[src/rtl/ram_arbiter_if.sv]
// Request/response and RAM-port bundle between the fetch/LSU masters, the arbiter and the SDP RAM.
// The slave modport is the arbiter's view of it; the master modport is the core/RAM side.
interface ram_arbiter_if;
    logic        m0_req_i;
    logic [31:0] m0_addr_i;
    logic        m0_gnt_o;
    logic        m0_rvalid_o;
    logic [31:0] m0_rdata_o;
    logic        m0_err_o;

    logic        m1_req_i;
    logic        m1_we_i;
    logic [31:0] m1_addr_i;
    logic [31:0] m1_wdata_i;
    logic        m1_gnt_o;
    logic        m1_rvalid_o;
    logic [31:0] m1_rdata_o;
    logic        m1_err_o;

    logic        ram_cs_o;
    logic        ram_re_o;
    logic [31:0] ram_raddr_o;
    logic        ram_we_o;
    logic [31:0] ram_waddr_o;
    logic [31:0] ram_wdata_o;
    logic [31:0] ram_rdata_i;

    modport slave (
        input  m0_req_i, m0_addr_i,
        input  m1_req_i, m1_we_i, m1_addr_i, m1_wdata_i,
        input  ram_rdata_i,
        output m0_gnt_o, m0_rvalid_o, m0_rdata_o, m0_err_o,
        output m1_gnt_o, m1_rvalid_o, m1_rdata_o, m1_err_o,
        output ram_cs_o, ram_re_o, ram_raddr_o, ram_we_o, ram_waddr_o, ram_wdata_o
    );

    modport master (
        output m0_req_i, m0_addr_i,
        output m1_req_i, m1_we_i, m1_addr_i, m1_wdata_i,
        output ram_rdata_i,
        input  m0_gnt_o, m0_rvalid_o, m0_rdata_o, m0_err_o,
        input  m1_gnt_o, m1_rvalid_o, m1_rdata_o, m1_err_o,
        input  ram_cs_o, ram_re_o, ram_raddr_o, ram_we_o, ram_waddr_o, ram_wdata_o
    );
endinterface

[src/rtl/ram_arbiter.sv]
// Shares one SDP RAM between instruction fetch (M0) and load/store (M1): read-port arbitration
// with M0 anti-starvation, write pass-through, region/alignment checks, 1-cycle responses.
module ram_arbiter #(
    parameter int unsigned IMEM_WORDS = 512,
    parameter int unsigned DMEM_WORDS = 512,
    parameter int unsigned MAX_WAIT   = 4
) (
    input  logic          clk_i,
    input  logic          rst_i,
    ram_arbiter_if.slave  bus,
    output logic [15:0]   err_cnt_o
);
    localparam logic [29:0] L_IMEM  = 30'(IMEM_WORDS);
    localparam logic [29:0] L_TOTAL = 30'(IMEM_WORDS + DMEM_WORDS);
    localparam logic [3:0]  L_MAX   = 4'(MAX_WAIT);

    logic [3:0]  r_starve;
    logic [15:0] r_err_cnt;
    logic        r_m0_pend_v, r_m0_pend_err;
    logic        r_m1_pend_v, r_m1_pend_err, r_m1_pend_wr;

    logic [29:0] w_m0_word, w_m1_word;
    logic        w_m0_fault, w_m1_fault;
    logic        w_conflict, w_m0_prio;
    logic        w_m0_gnt, w_m1_gnt;
    logic        w_m0_rd, w_m1_rd, w_m1_wr;
    logic        w_m0_flt_gnt, w_m1_flt_gnt;
    logic [16:0] w_err_sum;
    logic [15:0] w_err_cnt_d;
    logic [3:0]  w_starve_d;

    assign w_m0_word = bus.m0_addr_i[31:2];
    assign w_m1_word = bus.m1_addr_i[31:2];

    // Fetch is confined to the instruction region, which also bounds it below the total size.
    assign w_m0_fault = (|bus.m0_addr_i[1:0]) || (w_m0_word >= L_IMEM);
    assign w_m1_fault = (|bus.m1_addr_i[1:0]) || (w_m1_word >= L_TOTAL) ||
                        (bus.m1_we_i && (w_m1_word < L_IMEM));

    // Only a load competes with fetch for the read port; stores use the write port.
    assign w_conflict = bus.m0_req_i & bus.m1_req_i & ~bus.m1_we_i;
    assign w_m0_prio  = (r_starve == L_MAX);
    assign w_m0_gnt   = ~rst_i & bus.m0_req_i & (~w_conflict | w_m0_prio);
    assign w_m1_gnt   = ~rst_i & bus.m1_req_i & (~w_conflict | ~w_m0_prio);

    assign w_m0_rd      = w_m0_gnt & ~w_m0_fault;
    assign w_m1_rd      = w_m1_gnt & ~bus.m1_we_i & ~w_m1_fault;
    assign w_m1_wr      = w_m1_gnt & bus.m1_we_i & ~w_m1_fault;
    assign w_m0_flt_gnt = w_m0_gnt & w_m0_fault;
    assign w_m1_flt_gnt = w_m1_gnt & w_m1_fault;

    always_comb begin
        w_starve_d = r_starve;
        if (w_m0_gnt) begin
            w_starve_d = 4'd0;
        end else if (bus.m0_req_i && (r_starve != L_MAX)) begin
            w_starve_d = r_starve + 4'd1;
        end
    end

    assign w_err_sum   = {1'b0, r_err_cnt} + 17'(w_m0_flt_gnt) + 17'(w_m1_flt_gnt);
    assign w_err_cnt_d = w_err_sum[16] ? 16'hFFFF : w_err_sum[15:0];

    always_ff @(posedge clk_i) begin
        if (rst_i) begin
            r_starve      <= 4'd0;
            r_err_cnt     <= 16'd0;
            r_m0_pend_v   <= 1'b0;
            r_m0_pend_err <= 1'b0;
            r_m1_pend_v   <= 1'b0;
            r_m1_pend_err <= 1'b0;
            r_m1_pend_wr  <= 1'b0;
        end else begin
            r_starve      <= w_starve_d;
            r_err_cnt     <= w_err_cnt_d;
            r_m0_pend_v   <= w_m0_gnt;
            r_m0_pend_err <= w_m0_flt_gnt;
            r_m1_pend_v   <= w_m1_gnt;
            r_m1_pend_err <= w_m1_flt_gnt;
            r_m1_pend_wr  <= w_m1_gnt & bus.m1_we_i;
        end
    end

    assign bus.m0_gnt_o = w_m0_gnt;
    assign bus.m1_gnt_o = w_m1_gnt;

    // At most one of w_m0_rd / w_m1_rd can be set, so a simple priority mux suffices.
    assign bus.ram_re_o    = w_m0_rd | w_m1_rd;
    assign bus.ram_raddr_o = w_m0_rd ? bus.m0_addr_i : (w_m1_rd ? bus.m1_addr_i : 32'd0);
    assign bus.ram_we_o    = w_m1_wr;
    assign bus.ram_waddr_o = w_m1_wr ? bus.m1_addr_i : 32'd0;
    assign bus.ram_wdata_o = w_m1_wr ? bus.m1_wdata_i : 32'd0;
    assign bus.ram_cs_o    = bus.ram_re_o | bus.ram_we_o;

    // Responses are masked while in reset so a grant just before reset never surfaces.
    assign bus.m0_rvalid_o = ~rst_i & r_m0_pend_v;
    assign bus.m0_err_o    = ~rst_i & r_m0_pend_err;
    assign bus.m0_rdata_o  = (bus.m0_rvalid_o && !r_m0_pend_err) ? bus.ram_rdata_i : 32'd0;

    assign bus.m1_rvalid_o = ~rst_i & r_m1_pend_v;
    assign bus.m1_err_o    = ~rst_i & r_m1_pend_err;
    assign bus.m1_rdata_o  = (bus.m1_rvalid_o && !r_m1_pend_err && !r_m1_pend_wr) ?
                             bus.ram_rdata_i : 32'd0;

    assign err_cnt_o = rst_i ? 16'd0 : r_err_cnt;
endmodule

[src/flat_wrapper.sv]
// flat-port wrapper written by rule: the top's interface ports become plain ports
module ram_arbiter_flat 
#(
    parameter int unsigned IMEM_WORDS = 512,
    parameter int unsigned DMEM_WORDS = 512,
    parameter int unsigned MAX_WAIT   = 4
)
  (clk_i, rst_i, err_cnt_o, bus_m0_req_i, bus_m0_addr_i, bus_m1_req_i, bus_m1_we_i, bus_m1_addr_i, bus_m1_wdata_i, bus_ram_rdata_i, bus_m0_gnt_o, bus_m0_rvalid_o, bus_m0_rdata_o, bus_m0_err_o, bus_m1_gnt_o, bus_m1_rvalid_o, bus_m1_rdata_o, bus_m1_err_o, bus_ram_cs_o, bus_ram_re_o, bus_ram_raddr_o, bus_ram_we_o, bus_ram_waddr_o, bus_ram_wdata_o);
  ram_arbiter_if bus_i ();
  input  logic clk_i;
  input  logic rst_i;
  output logic [15:0] err_cnt_o;
  input wire logic [$bits(bus_i.m0_req_i)-1:0] bus_m0_req_i;
  input wire logic [$bits(bus_i.m0_addr_i)-1:0] bus_m0_addr_i;
  input wire logic [$bits(bus_i.m1_req_i)-1:0] bus_m1_req_i;
  input wire logic [$bits(bus_i.m1_we_i)-1:0] bus_m1_we_i;
  input wire logic [$bits(bus_i.m1_addr_i)-1:0] bus_m1_addr_i;
  input wire logic [$bits(bus_i.m1_wdata_i)-1:0] bus_m1_wdata_i;
  input wire logic [$bits(bus_i.ram_rdata_i)-1:0] bus_ram_rdata_i;
  output wire logic [$bits(bus_i.m0_gnt_o)-1:0] bus_m0_gnt_o;
  output wire logic [$bits(bus_i.m0_rvalid_o)-1:0] bus_m0_rvalid_o;
  output wire logic [$bits(bus_i.m0_rdata_o)-1:0] bus_m0_rdata_o;
  output wire logic [$bits(bus_i.m0_err_o)-1:0] bus_m0_err_o;
  output wire logic [$bits(bus_i.m1_gnt_o)-1:0] bus_m1_gnt_o;
  output wire logic [$bits(bus_i.m1_rvalid_o)-1:0] bus_m1_rvalid_o;
  output wire logic [$bits(bus_i.m1_rdata_o)-1:0] bus_m1_rdata_o;
  output wire logic [$bits(bus_i.m1_err_o)-1:0] bus_m1_err_o;
  output wire logic [$bits(bus_i.ram_cs_o)-1:0] bus_ram_cs_o;
  output wire logic [$bits(bus_i.ram_re_o)-1:0] bus_ram_re_o;
  output wire logic [$bits(bus_i.ram_raddr_o)-1:0] bus_ram_raddr_o;
  output wire logic [$bits(bus_i.ram_we_o)-1:0] bus_ram_we_o;
  output wire logic [$bits(bus_i.ram_waddr_o)-1:0] bus_ram_waddr_o;
  output wire logic [$bits(bus_i.ram_wdata_o)-1:0] bus_ram_wdata_o;
  assign bus_i.m0_req_i = bus_m0_req_i;
  assign bus_i.m0_addr_i = bus_m0_addr_i;
  assign bus_i.m1_req_i = bus_m1_req_i;
  assign bus_i.m1_we_i = bus_m1_we_i;
  assign bus_i.m1_addr_i = bus_m1_addr_i;
  assign bus_i.m1_wdata_i = bus_m1_wdata_i;
  assign bus_i.ram_rdata_i = bus_ram_rdata_i;
  assign bus_m0_gnt_o = bus_i.m0_gnt_o;
  assign bus_m0_rvalid_o = bus_i.m0_rvalid_o;
  assign bus_m0_rdata_o = bus_i.m0_rdata_o;
  assign bus_m0_err_o = bus_i.m0_err_o;
  assign bus_m1_gnt_o = bus_i.m1_gnt_o;
  assign bus_m1_rvalid_o = bus_i.m1_rvalid_o;
  assign bus_m1_rdata_o = bus_i.m1_rdata_o;
  assign bus_m1_err_o = bus_i.m1_err_o;
  assign bus_ram_cs_o = bus_i.ram_cs_o;
  assign bus_ram_re_o = bus_i.ram_re_o;
  assign bus_ram_raddr_o = bus_i.ram_raddr_o;
  assign bus_ram_we_o = bus_i.ram_we_o;
  assign bus_ram_waddr_o = bus_i.ram_waddr_o;
  assign bus_ram_wdata_o = bus_i.ram_wdata_o;
  ram_arbiter #(.IMEM_WORDS(IMEM_WORDS), .DMEM_WORDS(DMEM_WORDS), .MAX_WAIT(MAX_WAIT)) u_core (.clk_i(clk_i), .rst_i(rst_i), .bus(bus_i), .err_cnt_o(err_cnt_o));
endmodule
[config.mk]
export PLATFORM = sky130hd
export DESIGN_NAME = ram_arbiter_flat
export DESIGN_NICKNAME = d
export VERILOG_FILES = /design/src/rtl/ram_arbiter_if.sv /design/src/rtl/ram_arbiter.sv /design/src/flat_wrapper.sv
export SDC_FILE = /design/constraint.sdc
export NUM_CORES = 1
export LEC_CHECK = 0
export CAP_MARGIN = 20
export CORE_AREA = 4 4 120 122
export DETAILED_ROUTE_END_ITERATION = 6
export DIE_AREA = 0 0 124 126
export GPL_TIMING_DRIVEN = 1
export PLACE_DENSITY_LB_ADDON = 0.25
export SLEW_MARGIN = 10
export SYNTH_ARGS = -nofsm -noshare
export SYNTH_HDL_FRONTEND = slang
export SYNTH_SLANG_ARGS = --single-unit
[constraint.sdc]
create_clock -name clk_i -period 4.45 [get_ports clk_i]
set_clock_uncertainty 0.15 [all_clocks]
set_input_delay 0.89 -clock clk_i [delete_from_list [all_inputs] [get_ports clk_i]]
set_output_delay 0.89 -clock clk_i [all_outputs]
set_load 0.01 [all_outputs]
## Yosys cells after proc, flatten, opt, wreduce, memory -nomap -nowiden

Index checks and enable logic that the tools add are counted.

- Output and inout port bits: 185
- Input port bits: 133
- Logic and storage cells: 64
- Bits in registers: 25

- Muxes and demuxes: 8
- Reductions and logical operators: 14
- Eq/ne operators: 2
- Bitwise logic cells: 27
- Magnitude comparators: 3
- Add/sub/neg operators: 3

Operators by type and width:

| cell | count |
|---|---|
| $mux W32 | 6 |
| $mux W16 | 2 |
| $ge A30 B10 Y1 const B | 1 |
| $ge A30 B11 Y1 const B | 1 |
| $lt A30 B10 Y1 const B | 1 |
| $add A16 B1 Y17 | 1 |
| $add A17 B1 Y17 | 1 |
| $and A1 B1 Y1 | 17 |
| $not A1 Y1 | 6 |
| $reduce_or A2 Y1 | 3 |
| $logic_and A1 B1 Y1 | 5 |
| $add A4 B1 Y4 const B | 1 |
| $eq A4 B3 Y1 const B | 1 |
| $ne A4 B3 Y1 const B | 1 |
| $or A1 B1 Y1 | 4 |
| $logic_not A1 Y1 | 3 |
| $logic_or A1 B1 Y1 | 3 |

## Longest topological paths before layout

- Word-level depth: 9
- Depth in mapped cells: 15

## Worst setup path after synthesis

OpenSTA, ideal clock, no wires.

- Path kind: input -> register
- Start: in bus_m0_req_i
- End: reg u_core.r_err_cnt[10]
- Setup slack: 0.975 ns
- Arrival time: 3.255 ns
- Setup time: 0.071 ns
- Cell stages on the path: 13
- Cell sequence: nand4b_1 -> a21boi_1 -> nor2_1 -> buf_2 -> o21ai_0 -> fa_1 -> inv_1 -> ha_1 -> nand3_2 -> nor4_1 -> nand2b_1 -> buf_2 -> a21oi_1

- Cells in the longest elaborated chain, start to end: 9

RTL lines:

| item | line | source |
|---|---|---|
| start: declaration | flat_wrapper.sv:13 | `input wire logic [$bits(bus_i.m0_req_i)-1:0] bus_m0_req_i;` |
| $and A1 B1 Y1 (2 in a row) | ram_arbiter.sv:41 | `assign w_conflict = bus.m0_req_i & bus.m1_req_i & ~bus.m1_we_i;` |
| $not A1 Y1 | ram_arbiter.sv:43 | `assign w_m0_gnt = ~rst_i & bus.m0_req_i & (~w_conflict \| w_m0_prio);` |
| $or A1 B1 Y1 | ram_arbiter.sv:43 |  |
| $and A1 B1 Y1 (*) | ram_arbiter.sv:43 |  |
| net bus_m0_gnt_o | flat_wrapper.sv:20 | `output wire logic [$bits(bus_i.m0_gnt_o)-1:0] bus_m0_gnt_o;` |
| $and A1 B1 Y1 (*) | ram_arbiter.sv:49 | `assign w_m0_flt_gnt = w_m0_gnt & w_m0_fault;` |
| $add A16 B1 Y17 (*) | ram_arbiter.sv:61 | `assign w_err_sum = {1'b0, r_err_cnt} + 17'(w_m0_flt_gnt) + 17'(w_m1_flt_gnt);` |
| $add A17 B1 Y17 (*) | ram_arbiter.sv:61 |  |
| $mux W16 (*) | ram_arbiter.sv:62 | `assign w_err_cnt_d = w_err_sum[16] ? 16'hFFFF : w_err_sum[15:0];` |
| end signal: assignment | ram_arbiter.sv:75 | `r_err_cnt <= w_err_cnt_d;` |
| end: declaration | ram_arbiter.sv:18 | `logic [15:0] r_err_cnt;` |

The timed path passes the listed nets; every way through them passes the cells marked *.
A chain may end at the register's enable or synchronous reset.

## Worst setup path after layout

- Start: in bus_m1_addr_i[30]
- End: out bus_ram_wdata_o[6]

- Cells in the longest elaborated chain, start to end: 6

RTL lines:

| item | line | source |
|---|---|---|
| start: declaration | flat_wrapper.sv:17 | `input wire logic [$bits(bus_i.m1_addr_i)-1:0] bus_m1_addr_i;` |
| $ge A30 B11 Y1 or $lt A30 B10 Y1 (tied branches) | ram_arbiter.sv:37, ram_arbiter.sv:38 |  |
| $logic_or A1 B1 Y1 or $logic_and A1 B1 Y1 (tied branches) | ram_arbiter.sv:37, ram_arbiter.sv:38 |  |
| $logic_or A1 B1 Y1 (*) | ram_arbiter.sv:37 | `assign w_m1_fault = (\|bus.m1_addr_i[1:0]) \|\| (w_m1_word >= L_TOTAL) \|\|` |
| $not A1 Y1 (*) | ram_arbiter.sv:48 | `assign w_m1_wr = w_m1_gnt & bus.m1_we_i & ~w_m1_fault;` |
| $and A1 B1 Y1 (*) | ram_arbiter.sv:48 |  |
| $mux W32 (*) | ram_arbiter.sv:92 | `assign bus.ram_wdata_o = w_m1_wr ? bus.m1_wdata_i : 32'd0;` |
| end: declaration | flat_wrapper.sv:33 | `output wire logic [$bits(bus_i.ram_wdata_o)-1:0] bus_ram_wdata_o;` |

Mark *: on every way between the ends. The rest lies on a longest branch, timed or not.

==> impl_metrics.tcl <==
set metrics [dict create \
    outcome "completed" \
    grt-ovfl-total 0 \
    reg2reg_to "u_core.r_err_cnt[8]" \
    crit_slowest_cell "clkdlybuf4s50_1" \
    tns_ns 0 \
    hold_depth 2 \
    drt_iter0_drc 115 \
    rr_worst_depth 13 \
    viasPerCell 4.063 \
    dp_cells 789 \
    p_comb_share_pct 35.0 \
    grt_start_max_net_pins 43 \
    hold_buffers 0 \
    port-buffer-count 273 \
    gr-usage-all-layers_pct 15.60 \
    drv_slew 0 \
    required_ns 3.41 \
    area_growth_pct 108.4 \
    dr_total_vias 3222 \
    cellPowerDensity_nw_per_um2 122.1 \
    hold_start "u_core.r_starve[3]" \
    ant_nets 0 \
    clock_path_buffers 2 \
    crit_path_frequent_cell "clkdlybuf4s50_1" \
    synthTopCellsByArea "and2_1, dfxtp_1, buf_4" \
    critPathTopFamily "buffers and inverters" \
    cts_max_level 1 \
    path_buf_inv 3 \
    ios 318 \
    synth_top_area_share_pct 25.75 \
    drc_errors 0 \
    start_util_pct 19.89 \
    rrSetupSlack_ns 1.09 \
    p_sw_uw 167.6 \
    reg2reg_from "u_core.r_starve[0]" \
    slew_headroom_pct 65.08 \
    p_int_uw 500.0 \
    drtPass1Iterations 4 \
    yosys_warnings 0 \
    rsz0062_at_grt "no" \
    antenna_found_initial 0 \
    crit_fanout 42 \
    max_freq_ghz 0.2387 \
    gp_congestion 0.9259 \
    worstPathArrival_ns 3.15 \
    switching_share_pct 25.11 \
    min_to "u_core.r_starve[3]" \
    crit_path_end_kind "output port" \
    p_clk_share_pct 30.1 \
    place_hpwl_um 11400 \
    synth_seq_cells 25 \
    finalHoldViolations 0 \
    worst_pin_slew_ns 0.5238 \
    grt_pass1_vias 3261 \
    cts.reportedPaths.clkPinSlew_ns 0.06 \
    cts_tree "done" \
    period_share_pct 94.16 \
    grt_pass1_wl_um 18870 \
    fillers 1331 \
    diodes 0 \
    final_cells 793 \
    crit_chain "clkdlybuf4s50_1 > nor4_2 > nand4_2 > nor3b_4 > buf_12 > and2_1 > clkdlybuf4s50_1" \
    final-setup-viol-count 0 \
    fin_nets 755 \
    cts-resized-gates 0 \
    crit_type "input pin to output port" \
    die_w_um 124 \
    synth-main-ff-cell "dfxtp_1" \
    seqPwrFrac_pct 34.9 \
    cts_setup_buffers 0 \
    seq_area_um2 500.5 \
    synth_cell_types 41 \
    die-area_um2 15620 \
    synth_area_um2 2624 \
    cts-buffers-inserted 3 \
    drive_gt1_share_pct 3.566 \
    hold_path.class "flop to flop" \
    rows 42 \
    leakage_uw 0.002019 \
    p_total_uw 667.7 \
    multi_input_area_um2 1827 \
    max_cap_violations 0 \
    cts_sinks 25 \
    synth_area_leader_cell "and2_1" \
    max_stage_delay_ns 0.56 \
    ys_seq_area_share_pct 19.07 \
    routed_wl_um 13300 \
    dieHeight_um 126 \
    clockRootBuffer "clkbuf_16" \
    utilization_pct 41.46 \
    wl_per_cell_um 16.77 \
    min_period_ns 4.190 \
    startpoint_type "input pin" \
    ir_drop_v 0.0001234 \
    whs_ns 0.3485 \
    syn_inst 351 \
    synth_edf_count 0 \
    core_area_um2 13190 \
    clock_latency_ns 0.26 \
    async_flop_share_pct 0 \
    syn_area_per_cell_um2 7.475 \
]
==> power by group through the flow <==
stage	Combinational, µW	Clock (µW)	Sequential [µW]
after floorplan	93.2	0	237
after global placement	231	0	238
after detailed placement	233	0	238
after CTS	234	206	233
after global routing	252	214	234
final	233	201	233
==> Yosys cell counts (all sizes together), types with 2 or more instances <==
master / number
a21oi: 15
nor2: 17
buf: 53
nand3b: 2
a32o: 9
inv: 8
nand4: 6
nand2: 9
o21ai: 2
o21a: 2
nor4: 16
clkbuf: 10
xnor2: 11
nand2b: 4
nor3: 7
nor3b: 3
and2: 108
nand3: 8
ha: 3
nand4b: 2
nor2b: 19
dfxtp: 25
==> cells by family after synthesis <==
family / count (synthesis) / share of synthesized area (%)
simple gates: 204 / 47.69
xor+xnor: 12 / 4.006
flops: 25 / 19.07
mux: 1 / 0.3815
fa+ha+maj: 4 / 2.194
other cells: 1 / 0.1429
buf+inv: 71 / 17.74
compound gates: 33 / 8.775
==> final cells by class <==
cell class | count | share of cell area, %
inverters | 8 | 0.5491
well taps | 176 | 4.027
flip-flops and latches | 25 | 9.151
clock buffers | 4 | 1.441
repair buffers | 282 | 51.43
multi-input cells | 298 | 33.40
==> tightest hold or removal path, stage by stage, from the launching register on <==
cell and delay, ns:
dfxtp_1 0.33, nand2_1 0.06, a21oi_1 0.06
==> sequential cells by signal (all words and copies together), names as in the netlist <==
name                  cells
u_core.r_err_cnt         16
u_core.r_m0_pend_err      1
u_core.r_m0_pend_v        1
u_core.r_m1_pend_err      1
u_core.r_m1_pend_v        1
u_core.r_m1_pend_wr       1
u_core.r_starve           4
==> metal layers <==
layer,vias up,share of wire [%],global-route usage [%]
met2,160,49,27.30
met3,12,10,4.439
li1,1601,-,-
met1,1449,40,19.31
met4,0,1.1,2.255
met5,-,0,0
==> worst max-delay path by stage <==
stage | start | to | slack [ns] | cells after the start
3_3_place_gp | bus_m1_addr_i[30] | bus_ram_wdata_o[24] | 0.25 | 7
3_5_place_dp | bus_m0_req_i | u_core.r_err_cnt[8] | 0.23 | 12
5_1_grt | bus_m1_addr_i[30] | bus_ram_wdata_o[6] | 0.17 | 7
4_1_cts | bus_m1_addr_i[30] | bus_ram_wdata_o[6] | 0.25 | 7
2_1_floorplan | bus_m0_req_i | u_core.r_err_cnt[10] | 0.97 | 13
6_report | bus_m1_addr_i[30] | bus_ram_wdata_o[6] | 0.26 | 7
==> through the flow <==
stage | setup slack (ns) | cell area [µm²]
after detailed placement | 0.2307 | 5390
after global placement | 0.2517 | 5390
final | 0.2601 | 5469
after floorplan | 0.9746 | 2785
after CTS | 0.2464 | 5469
after global routing | 0.1655 | 5469
==> layout by cell type (no fill, tap or decap), drive strengths merged, types with 11 or more instances in the layout <==
master / n
nor4: 16
nor2b: 19
a21oi: 15
and2: 108
dfxtp: 25
clkdlybuf4s50: 273
nor2: 17
conb: 44
xnor2: 11
Note: power is estimated with default switching activity, not from simulation.
